`src/rtl/uart_pkg.sv`:
```
// Shared types and constants for the UART word loader and its 8N1 receiver.
package uart_pkg;

  localparam int DATA_BITS = 8;
  localparam int ADDR_W    = 13;
  localparam int WORD_W    = 32;

  typedef enum logic [2:0] {
    IDLE      = 3'd0,
    START     = 3'd1,
    DATA      = 3'd2,
    STOP      = 3'd3,
    WAIT_HIGH = 3'd4
  } rx_state_t;

endpackage

```
`src/rtl/uart_rx_8n1.sv`:
```
// 8N1 UART receiver: 2-flop input synchronizer, mid-bit sampling FSM, LSB-first shift register.
// Exposes rx_busy only when UART_RX_TIMEOUT_EN is defined.
module uart_rx_8n1
  import uart_pkg::*;
#(
  parameter int CLK_HZ   = 25000000,
  parameter int BAUDRATE = 9600
) (
  input  logic                 clk,
  input  logic                 rst,
  input  logic                 rx_i,
  output logic [DATA_BITS-1:0] rx_byte,
  output logic                 rx_valid,
  output logic                 rx_ferr
`ifdef UART_RX_TIMEOUT_EN
  ,
  output logic                 rx_busy
`endif
);

  localparam int DIV   = CLK_HZ / BAUDRATE;
  localparam int CNT_W = $clog2(DIV) + 1;
  localparam logic [CNT_W-1:0] HALF_M1 = CNT_W'(DIV / 2 - 1);
  localparam logic [CNT_W-1:0] FULL_M1 = CNT_W'(DIV - 1);

  logic [1:0]           sync_q;
  rx_state_t            state_q;
  logic [CNT_W-1:0]     cnt_q;
  logic [2:0]           bit_q;
  logic [DATA_BITS-1:0] shift_q;
  logic                 rx_s;

  assign rx_s = sync_q[1];

`ifdef UART_RX_TIMEOUT_EN
  assign rx_busy = (state_q != IDLE);
`endif

  // Synchronizer, receive FSM and one-cycle result strobes.
  always_ff @(posedge clk) begin
    if (rst) begin
      sync_q   <= 2'b11;
      state_q  <= IDLE;
      cnt_q    <= '0;
      bit_q    <= 3'd0;
      shift_q  <= '0;
      rx_byte  <= '0;
      rx_valid <= 1'b0;
      rx_ferr  <= 1'b0;
    end else begin
      sync_q   <= {sync_q[0], rx_i};
      rx_valid <= 1'b0;
      rx_ferr  <= 1'b0;
      case (state_q)
        IDLE: begin
          cnt_q <= '0;
          if (!rx_s) state_q <= START;
        end
        START: begin
          if (cnt_q == HALF_M1) begin
            cnt_q   <= '0;
            bit_q   <= 3'd0;
            state_q <= rx_s ? IDLE : DATA;
          end else begin
            cnt_q <= cnt_q + {{(CNT_W-1){1'b0}}, 1'b1};
          end
        end
        DATA: begin
          if (cnt_q == FULL_M1) begin
            cnt_q   <= '0;
            shift_q <= {rx_s, shift_q[DATA_BITS-1:1]};
            if (bit_q == 3'd7) state_q <= STOP;
            else               bit_q   <= bit_q + 3'd1;
          end else begin
            cnt_q <= cnt_q + {{(CNT_W-1){1'b0}}, 1'b1};
          end
        end
        STOP: begin
          if (cnt_q == FULL_M1) begin
            cnt_q <= '0;
            if (rx_s) begin
              rx_byte  <= shift_q;
              rx_valid <= 1'b1;
              state_q  <= IDLE;
            end else begin
              rx_ferr <= 1'b1;
              state_q <= WAIT_HIGH;
            end
          end else begin
            cnt_q <= cnt_q + {{(CNT_W-1){1'b0}}, 1'b1};
          end
        end
        WAIT_HIGH: begin
          // A break holds the line low; stay here so it yields a single frame error.
          cnt_q <= '0;
          if (rx_s) state_q <= IDLE;
        end
        default: begin
          state_q <= IDLE;
          cnt_q   <= '0;
        end
      endcase
    end
  end

endmodule

```
`src/rtl/uart_word_loader.sv`:
```
// Packs received UART bytes little-endian into 32-bit words and emits a write strobe per word.
// Optional inter-byte timeout that drops a partial word: define UART_RX_TIMEOUT_EN.
module uart_word_loader
  import uart_pkg::*;
#(
  parameter int CLK_HZ        = 25000000,
  parameter int BAUDRATE      = 9600,
  parameter int TIMEOUT_BYTES = 4
) (
  input  logic              clk,
  input  logic              rst,
  input  logic              RX,
  output logic              WE,
  output logic [ADDR_W-1:0] WA,
  output logic [WORD_W-1:0] WD,
  output logic              frame_err
);

  logic [DATA_BITS-1:0]        rx_byte_s;
  logic                        rx_valid_s;
  logic                        rx_ferr_s;
  logic                        timeout_s;

  logic [1:0]                  lane_q, lane_d;
  logic [ADDR_W-1:0]           addr_q, addr_d;
  logic [WORD_W-DATA_BITS-1:0] buf_q, buf_d;
  logic [WORD_W-1:0]           wd_q, wd_d;
  logic [ADDR_W-1:0]           wa_q, wa_d;
  logic                        we_q, we_d;
  logic                        ferr_q;

`ifdef UART_RX_TIMEOUT_EN
  localparam int TO_CYC = TIMEOUT_BYTES * 10 * (CLK_HZ / BAUDRATE);
  localparam int TO_W   = $clog2(TO_CYC) + 1;

  logic            rx_busy_s;
  logic [TO_W-1:0] to_q, to_d;

  assign timeout_s = (lane_q != 2'd0) && !rx_busy_s && (to_q == TO_W'(TO_CYC - 1));

  // Idle-time counter, armed only while a partial word is pending and no byte is in flight.
  always_comb begin
    to_d = to_q;
    if (lane_q == 2'd0 || rx_busy_s || rx_valid_s || timeout_s) begin
      to_d = '0;
    end else begin
      to_d = to_q + {{(TO_W-1){1'b0}}, 1'b1};
    end
  end

  // Timeout counter register.
  always_ff @(posedge clk) begin
    if (rst) to_q <= '0;
    else     to_q <= to_d;
  end
`else
  assign timeout_s = 1'b0;
`endif

  uart_rx_8n1 #(
    .CLK_HZ   (CLK_HZ),
    .BAUDRATE (BAUDRATE)
  ) u_rx (
    .clk      (clk),
    .rst      (rst),
    .rx_i     (RX),
    .rx_byte  (rx_byte_s),
    .rx_valid (rx_valid_s),
    .rx_ferr  (rx_ferr_s)
`ifdef UART_RX_TIMEOUT_EN
    ,
    .rx_busy  (rx_busy_s)
`endif
  );

  // Lane/address bookkeeping; frame errors never reach here, so a partial word survives them.
  always_comb begin
    lane_d = lane_q;
    addr_d = addr_q;
    buf_d  = buf_q;
    wd_d   = wd_q;
    wa_d   = wa_q;
    we_d   = 1'b0;
    if (rx_valid_s) begin
      if (lane_q == 2'd3) begin
        we_d   = 1'b1;
        wa_d   = addr_q;
        wd_d   = {rx_byte_s, buf_q};
        addr_d = addr_q + 13'd1;
        lane_d = 2'd0;
        buf_d  = '0;
      end else begin
        case (lane_q)
          2'd0:    buf_d[7:0]   = rx_byte_s;
          2'd1:    buf_d[15:8]  = rx_byte_s;
          2'd2:    buf_d[23:16] = rx_byte_s;
          default: buf_d        = buf_q;
        endcase
        lane_d = lane_q + 2'd1;
      end
    end else if (timeout_s) begin
      lane_d = 2'd0;
      buf_d  = '0;
    end else begin
      lane_d = lane_q;
    end
  end

  // Word assembly state and registered outputs.
  always_ff @(posedge clk) begin
    if (rst) begin
      lane_q <= 2'd0;
      addr_q <= '0;
      buf_q  <= '0;
      wd_q   <= '0;
      wa_q   <= '0;
      we_q   <= 1'b0;
      ferr_q <= 1'b0;
    end else begin
      lane_q <= lane_d;
      addr_q <= addr_d;
      buf_q  <= buf_d;
      wd_q   <= wd_d;
      wa_q   <= wa_d;
      we_q   <= we_d;
      ferr_q <= rx_ferr_s;
    end
  end

  assign WE        = we_q;
  assign WA        = wa_q;
  assign WD        = wd_q;
  assign frame_err = ferr_q;

endmodule

```
`config.mk`:
```
export PLATFORM = sky130hd
export DESIGN_NAME = uart_word_loader
export DESIGN_NICKNAME = d
export VERILOG_FILES = /design/src/rtl/uart_pkg.sv /design/src/rtl/uart_rx_8n1.sv /design/src/rtl/uart_word_loader.sv
export SDC_FILE = /design/constraint.sdc
export NUM_CORES = 1
export LEC_CHECK = 0
export CORE_MARGIN = 2
export CORE_UTILIZATION = 45
export DETAILED_ROUTE_END_ITERATION = 8
export GPL_ROUTABILITY_DRIVEN = 0
export PLACE_DENSITY = 0.79
export SLEW_MARGIN = 20
export SYNTH_ARGS = -nofsm -noshare
export SYNTH_HDL_FRONTEND = slang
export SYNTH_SLANG_ARGS = --single-unit
```
`constraint.sdc`:
```
create_clock -name clk -period 2.2 [get_ports clk]
set_clock_uncertainty 0.1 [all_clocks]
set_input_delay 0.44 -clock clk [delete_from_list [all_inputs] [get_ports clk]]
set_output_delay 0.44 -clock clk [all_outputs]
set_load 0.005 [all_outputs]
```
* After elaboration in Yosys (flattened, before gate mapping)
Cells that the tools add are included.
** Operators by class
- Add/subtract/negate cells :: 4
- Eq/ne operators :: 17
- Multiplexer cells :: 24
- Bitwise operators :: 3
- Reductions and logical operators :: 17
** Operators by type and width (number)
- $mux 3 :: 10
- $add 13x1->13 const B :: 2
- $mux 13 :: 2
- $pmux 13 s2 :: 1
- $mux 24 :: 1
- $mux 8 :: 3
- $pmux 3 s5 :: 1
- $eq 13x11->1 const B :: 1
- $eq 13x12->1 const B :: 1
- $ne 2x1->1 const B :: 5
- $reduce_and 2->1 :: 5
- $reduce_bool 2->1 :: 4
- $eq 3x2->1 const B :: 2
- $eq 3x3->1 const B :: 2
- $pmux 3 s2 :: 1
- $reduce_and 6->1 :: 1
- $eq 2x2->1 const B :: 2
- $mux 2 :: 2
- $ne 2x2->1 const B :: 2
- $reduce_and 4->1 :: 1
- $reduce_or 2->1 :: 2
- $add 3x1->3 const B :: 1
- $eq 3x1->1 const B :: 1
- $logic_not 3->1 :: 1
- other kinds (7) :: 11
** Storage, ports and cells
- Register bits after elaboration :: 125
- Output and inout port bits :: 47

* Depth between registers and ports, before layout
- Depth in word-level cells :: 4
- Gate-level depth with buffers :: 8
- Depth with buffers taken out :: 7

* By module
Synthesis repeated with hierarchy kept, for this count alone.
** Unflattened totals
- Cell total of the unflattened synthesis :: 551
- Area total of the unflattened synthesis :: 4868.4 um2
** Modules (own cells, without submodules)
- uart_word_loader :: instances 1, cells an instance 375, area an instance 3173.0 um2, seq. area each 1721.7 um2
- uart_rx_8n1 :: instances 1, cells an instance 176, area an instance 1695.4 um2, seq. area each 780.7 um2

* Worst setup path before layout
OpenSTA, ideal clock, no wires.
- Kind :: register -> register
- From :: register u_rx.cnt_q[7]
- To :: register u_rx.cnt_q[7]
- Library setup time :: 0.115 ns
- Arrival time :: 1.882 ns
- Data required time :: 1.985 ns
- Setup slack :: 0.104 ns
- Cell stages (with the launch flop) :: 7
- Buffers on the path :: 1
- Clock period less this slack :: 2.096 ns
- Cell sequence :: dfxtp_1 -> or3_4 -> or4_1 -> a22oi_2 -> or4_4 -> buf_6 -> nor2_1
** Between the ends
- Word-level cells in the longest chain between the ends :: 3
- Elaborated cells on any way between the ends :: 6
- Classes of those cells :: add/sub (1); eq/ne (2); mux (3)
** RTL lines
- from (decl) :: RTL line uart_rx_8n1.sv:28 : logic [CNT_W-1:0] cnt_q;
- from (signal assigned) :: RTL line uart_rx_8n1.sv:65 : cnt_q <= cnt_q + {{(CNT_W-1){1'b0}}, 1'b1};
- from (signal assigned) :: RTL line uart_rx_8n1.sv:75 : cnt_q <= cnt_q + {{(CNT_W-1){1'b0}}, 1'b1};
- from (signal assigned) :: RTL line uart_rx_8n1.sv:90 : cnt_q <= cnt_q + {{(CNT_W-1){1'b0}}, 1'b1};
- $add 13x1->13 (tied with other cells) :: RTL line uart_rx_8n1.sv:65, uart_rx_8n1.sv:75, uart_rx_8n1.sv:90
- $mux 13 (on tied branches) :: RTL line uart_rx_8n1.sv:69, uart_rx_8n1.sv:79, uart_rx_8n1.sv:60
- $pmux 13 s2 * :: RTL line uart_rx_8n1.sv:54 : case (state_q)
Every way passes the cells marked *; elsewhere a longest branch is shown, timed or not.
A chain may end at the register's enable or synchronous reset.

* Worst setup path in the final report
- From :: register u_rx.cnt_q[6]
- To :: register u_rx.state_q[2]
** Between the ends
- Word-level cells in the longest chain between the ends :: 3
- Elaborated cells on any way between the ends :: 6
- Classes of those cells :: eq/ne (5); reduce/logical (1)
** RTL lines
- $eq 13x12->1 / $eq 13x11->1 (equally long branches) :: RTL line uart_rx_8n1.sv:69, uart_rx_8n1.sv:79, uart_rx_8n1.sv:60
- $ne 2x1->1 (no source line)
- $reduce_and 6->1 (no source line) *
- to (signal assigned) :: RTL line uart_rx_8n1.sv:63 : state_q <= rx_s ? IDLE : DATA;
- to (decl) :: RTL line uart_rx_8n1.sv:27 : rx_state_t state_q;
Marked as above.

==> impl_metrics.env <==
export IMPL_antenna_found_initial=0
export IMPL_max_cap_violations=0
export IMPL_synth_top_area_share_pct=52.2
export IMPL_dr_pass1_iters=5
export IMPL_synthTopCellsByCount="dfxtp_1 (125), nand2_1 (105), nor2_1 (74), a21oi_1 (63), clkbuf_1 (27)"
export IMPL_yosysTopAreaCell="dfxtp_1"
export IMPL_drcViolationCount=0
export IMPL_ant_nets=0
export IMPL_htreeDepth=4
export IMPL_tightest_slew_ns=0.892
export IMPL_cts_tree="done"
export IMPL_dpl_cell_count=711
export IMPL_finish_net_count=606
export IMPL_fin_crit_sh_pct=97.7
export IMPL_viasPerCell=5.10
export IMPL_p_leak_nw=2.17
export IMPL_setup_viol=0
export IMPL_syn_area_um2=4800
export IMPL_ctsLongestPathBuffers=2
export IMPL_synth_edff_count=0
export IMPL_die_y_um=107
export IMPL_max_slew_margin_rel_pct=39.9
export IMPL_portBuffers=49
export IMPL_fp_dieW_um=107
export IMPL_design_area_um2=6020
export IMPL_postPlaceCellArea_um2=5420
export IMPL_cpPeakStageDelay_ns=0.55
export IMPL_status="finished, final reports clean"
export IMPL_async_reset_ff_share_pct=0
export IMPL_worstSetupEndpoint="u_rx.state_q[2]"
export IMPL_grt_pass1_vias=3706
export IMPL_timing_rr_end="u_rx.state_q[2]"
export IMPL_syn_inst=549
export IMPL_worstRegToRegCells=6
export IMPL_fin_cells=744
export IMPL_rsz0062_at_grt="yes"
export IMPL_path_class="reg -> reg"
export IMPL_crit_path_start="u_rx.cnt_q[6]"
export IMPL_drive_above_1_share_pct=9.21
export IMPL_num_vias=3795
export IMPL_ys_top_cells_by_area="dfxtp_1 (52%), nand2_1 (8.2%), a21oi_1 (6.6%), nor2_1 (5.8%), mux2i_1 (3.3%)"
export IMPL_min_period_ns=2.15
export IMPL_grt_ovfl_total=0
export IMPL_cts_hold_buf=0
export IMPL_wl_per_cell_um=13.0
export IMPL_arrival_ns=2.45
export IMPL_ys_seq_area_share_pct=52.2
export IMPL_final_setup_tns_ns=0
export IMPL_drtIter0Drc=172
export IMPL_endpoint_kind="flop"
export IMPL_synth_area_per_cell_um2=8.74
export IMPL_peakVddDrop_uv=554
export IMPL_ys_flop_type="dfxtp_1"
export IMPL_crit_required_ns=2.50
export IMPL_ys_ff_latch=125
export IMPL_cp_start_kind="flop"
export IMPL_cp_slowest_cell="or4_4"
export IMPL_fp_row_count=37
export IMPL_totalWireLength_um=9650
export IMPL_hpwl_um=6270
export IMPL_synth_most_common_cell="dfxtp_1"
export IMPL_cp_max_fo=6
export IMPL_start_util_pct=46.5
export IMPL_antenna_cells=0
export IMPL_synth_warnings=0
export IMPL_syn_nets=560
export IMPL_fmax_ghz=0.465
export IMPL_cts_root_buffer="clkbuf_8"
export IMPL_hold_class="in -> reg"
export IMPL_path_cells="or3_4, or4_4, a22oi_2, buf_4, a21oi_1, a41o_1"
export IMPL_area_growth_pct=25.6
export IMPL_track_usage_pct=18.1
export IMPL_clk_pin_slew_ns=0.06
export IMPL_fillers=889
export IMPL_clk_latency_ns=0.52
export IMPL_io_pins=50
export IMPL_fin_hold_ws_ns=0.143
export IMPL_final_hold_violation_count=0
export IMPL_grt_max_degree=99
export IMPL_cts_buffers=17
export IMPL_ff2ff_setup_slack_ns=0.05
export IMPL_core_um2=10300
export IMPL_slew_viol_final=0
export IMPL_design_die_area_um2=11500
export IMPL_r2r_start="u_rx.cnt_q[6]"
export IMPL_grt_pass1_wl_um=16700
export IMPL_cts_sinks=125
export IMPL_power_per_cell_area_nw_per_um2=874
export IMPL_ys_types=43
## layout by cell type (no fill, tap or decap), types with 2 or more instances in the layout
cell	Yosys	final
clkinvlp_4	0	4
o21ai_0	3	3
bufinv_16	0	2
nand2_1	105	105
or4_4	2	3
inv_1	8	8
xnor2_1	12	12
ha_1	8	8
dfxtp_1	125	124
nand4_1	5	5
clkbuf_16	0	16
xor2_1	10	10
clkinv_4	0	2
buf_4	0	9
a22oi_1	16	16
nor4b_1	2	2
nor3_1	6	6
or3b_1	3	2
nor3b_1	11	11
or2_2	2	2
clkdlybuf4s50_1	0	48
mux2i_1	16	16
nor2_1	74	74
and3_1	7	7
nand2b_1	5	5
or3_1	3	3
nor2b_1	4	4
nand3_1	11	11
buf_12	0	2
inv_6	0	4
a21oi_1	63	62
## logic make-up after synthesis
kind of cell	after synthesis	share of synthesized area, %
and+or+nand+nor	250	24.4
DFF	125	52.2
AOI/OAI and AO/OA	88	10.6
buffers and inverters	40	3.31
xor gates and xnor gates	22	4.02
muxes	16	3.34
adders and majority gates	8	2.09
## timing repair
action                                  in CTS  in global routing
pin swaps                                    1                  2
endpoints found under the setup margin       1                 25
resized for setup                            1                  4
buffers inserted                             0                  1
## routing by layer
metal / track usage, % / wire length [um] / vias up
met5: 0 / 0 / -
met4: 6.86 / 169 / 0
met3: 4.98 / 333 / 17
met2: 30.7 / 4780 / 75
met1: 21.9 / 4370 / 1773
li1: - / - / 1930
## report_power, final
part | switching [W] | leakage, nW | total, W | internal, W
clock | 0.00105 | 0.271 | 0.00268 | 0.00163
combinational | 0.000164 | 0.888 | 0.000280 | 0.000116
sequential | 0.0000196 | 1.01 | 0.00230 | 0.00228
total | 0.00123 | 2.17 | 0.00526 | 0.00403
## worst max-delay path: cells and delay by family (launching register included)
kind,cells,cell delay [ns]
compound gates,3,0.48
buf+inv,1,0.17
simple gates,2,0.95
flops,1,0.34
## state kept, by name, summed over array words and instances, names as in the netlist, 3 cells and up
signal	flops
u_rx.bit_q	3
WD	32
u_rx.cnt_q	13
addr_q	13
WA	13
u_rx.shift_q	8
buf_q	24
u_rx.state_q	3
u_rx.rx_byte	8
## cell type report
class                      instances  area (um2)  share of cell area (%)
timing repair buffer              59         588                    9.77
clock buffer                      18         418                    6.94
inverter                           8        30.0                   0.499
multi-input combinational        384        2150                    35.8
sequential                       125        2500                    41.6
clock inverter                    14         159                    2.64
tap                              136         170                    2.83
## worst min path at each step
stage | depth (start not counted) | from | to | slack [ns]
final | 2 | rst | u_rx.bit_q[1] | 0.14
after global routing | 2 | rst | u_rx.bit_q[0] | 0.15
after CTS | 2 | rst | u_rx.bit_q[1] | 0.12
after detailed placement | 1 | u_rx.sync_q[0] | u_rx.sync_q[1] | 0.30
after global placement | 1 | u_rx.sync_q[0] | u_rx.sync_q[1] | 0.30
after floorplan | 1 | u_rx.sync_q[0] | u_rx.sync_q[1] | 0.29
## stage by stage
step	power, W	util, %	worst slack (ns)
floorplan	0.00255	-	0.104
global placement	0.00259	52.5	0.0801
detailed placement	0.00261	52.5	0.0208
CTS	0.00528	58.1	0.00530
global route	0.00544	58.3	-0.0212
finish	0.00526	58.3	0.0514
(Power assumes the default switching activity.)
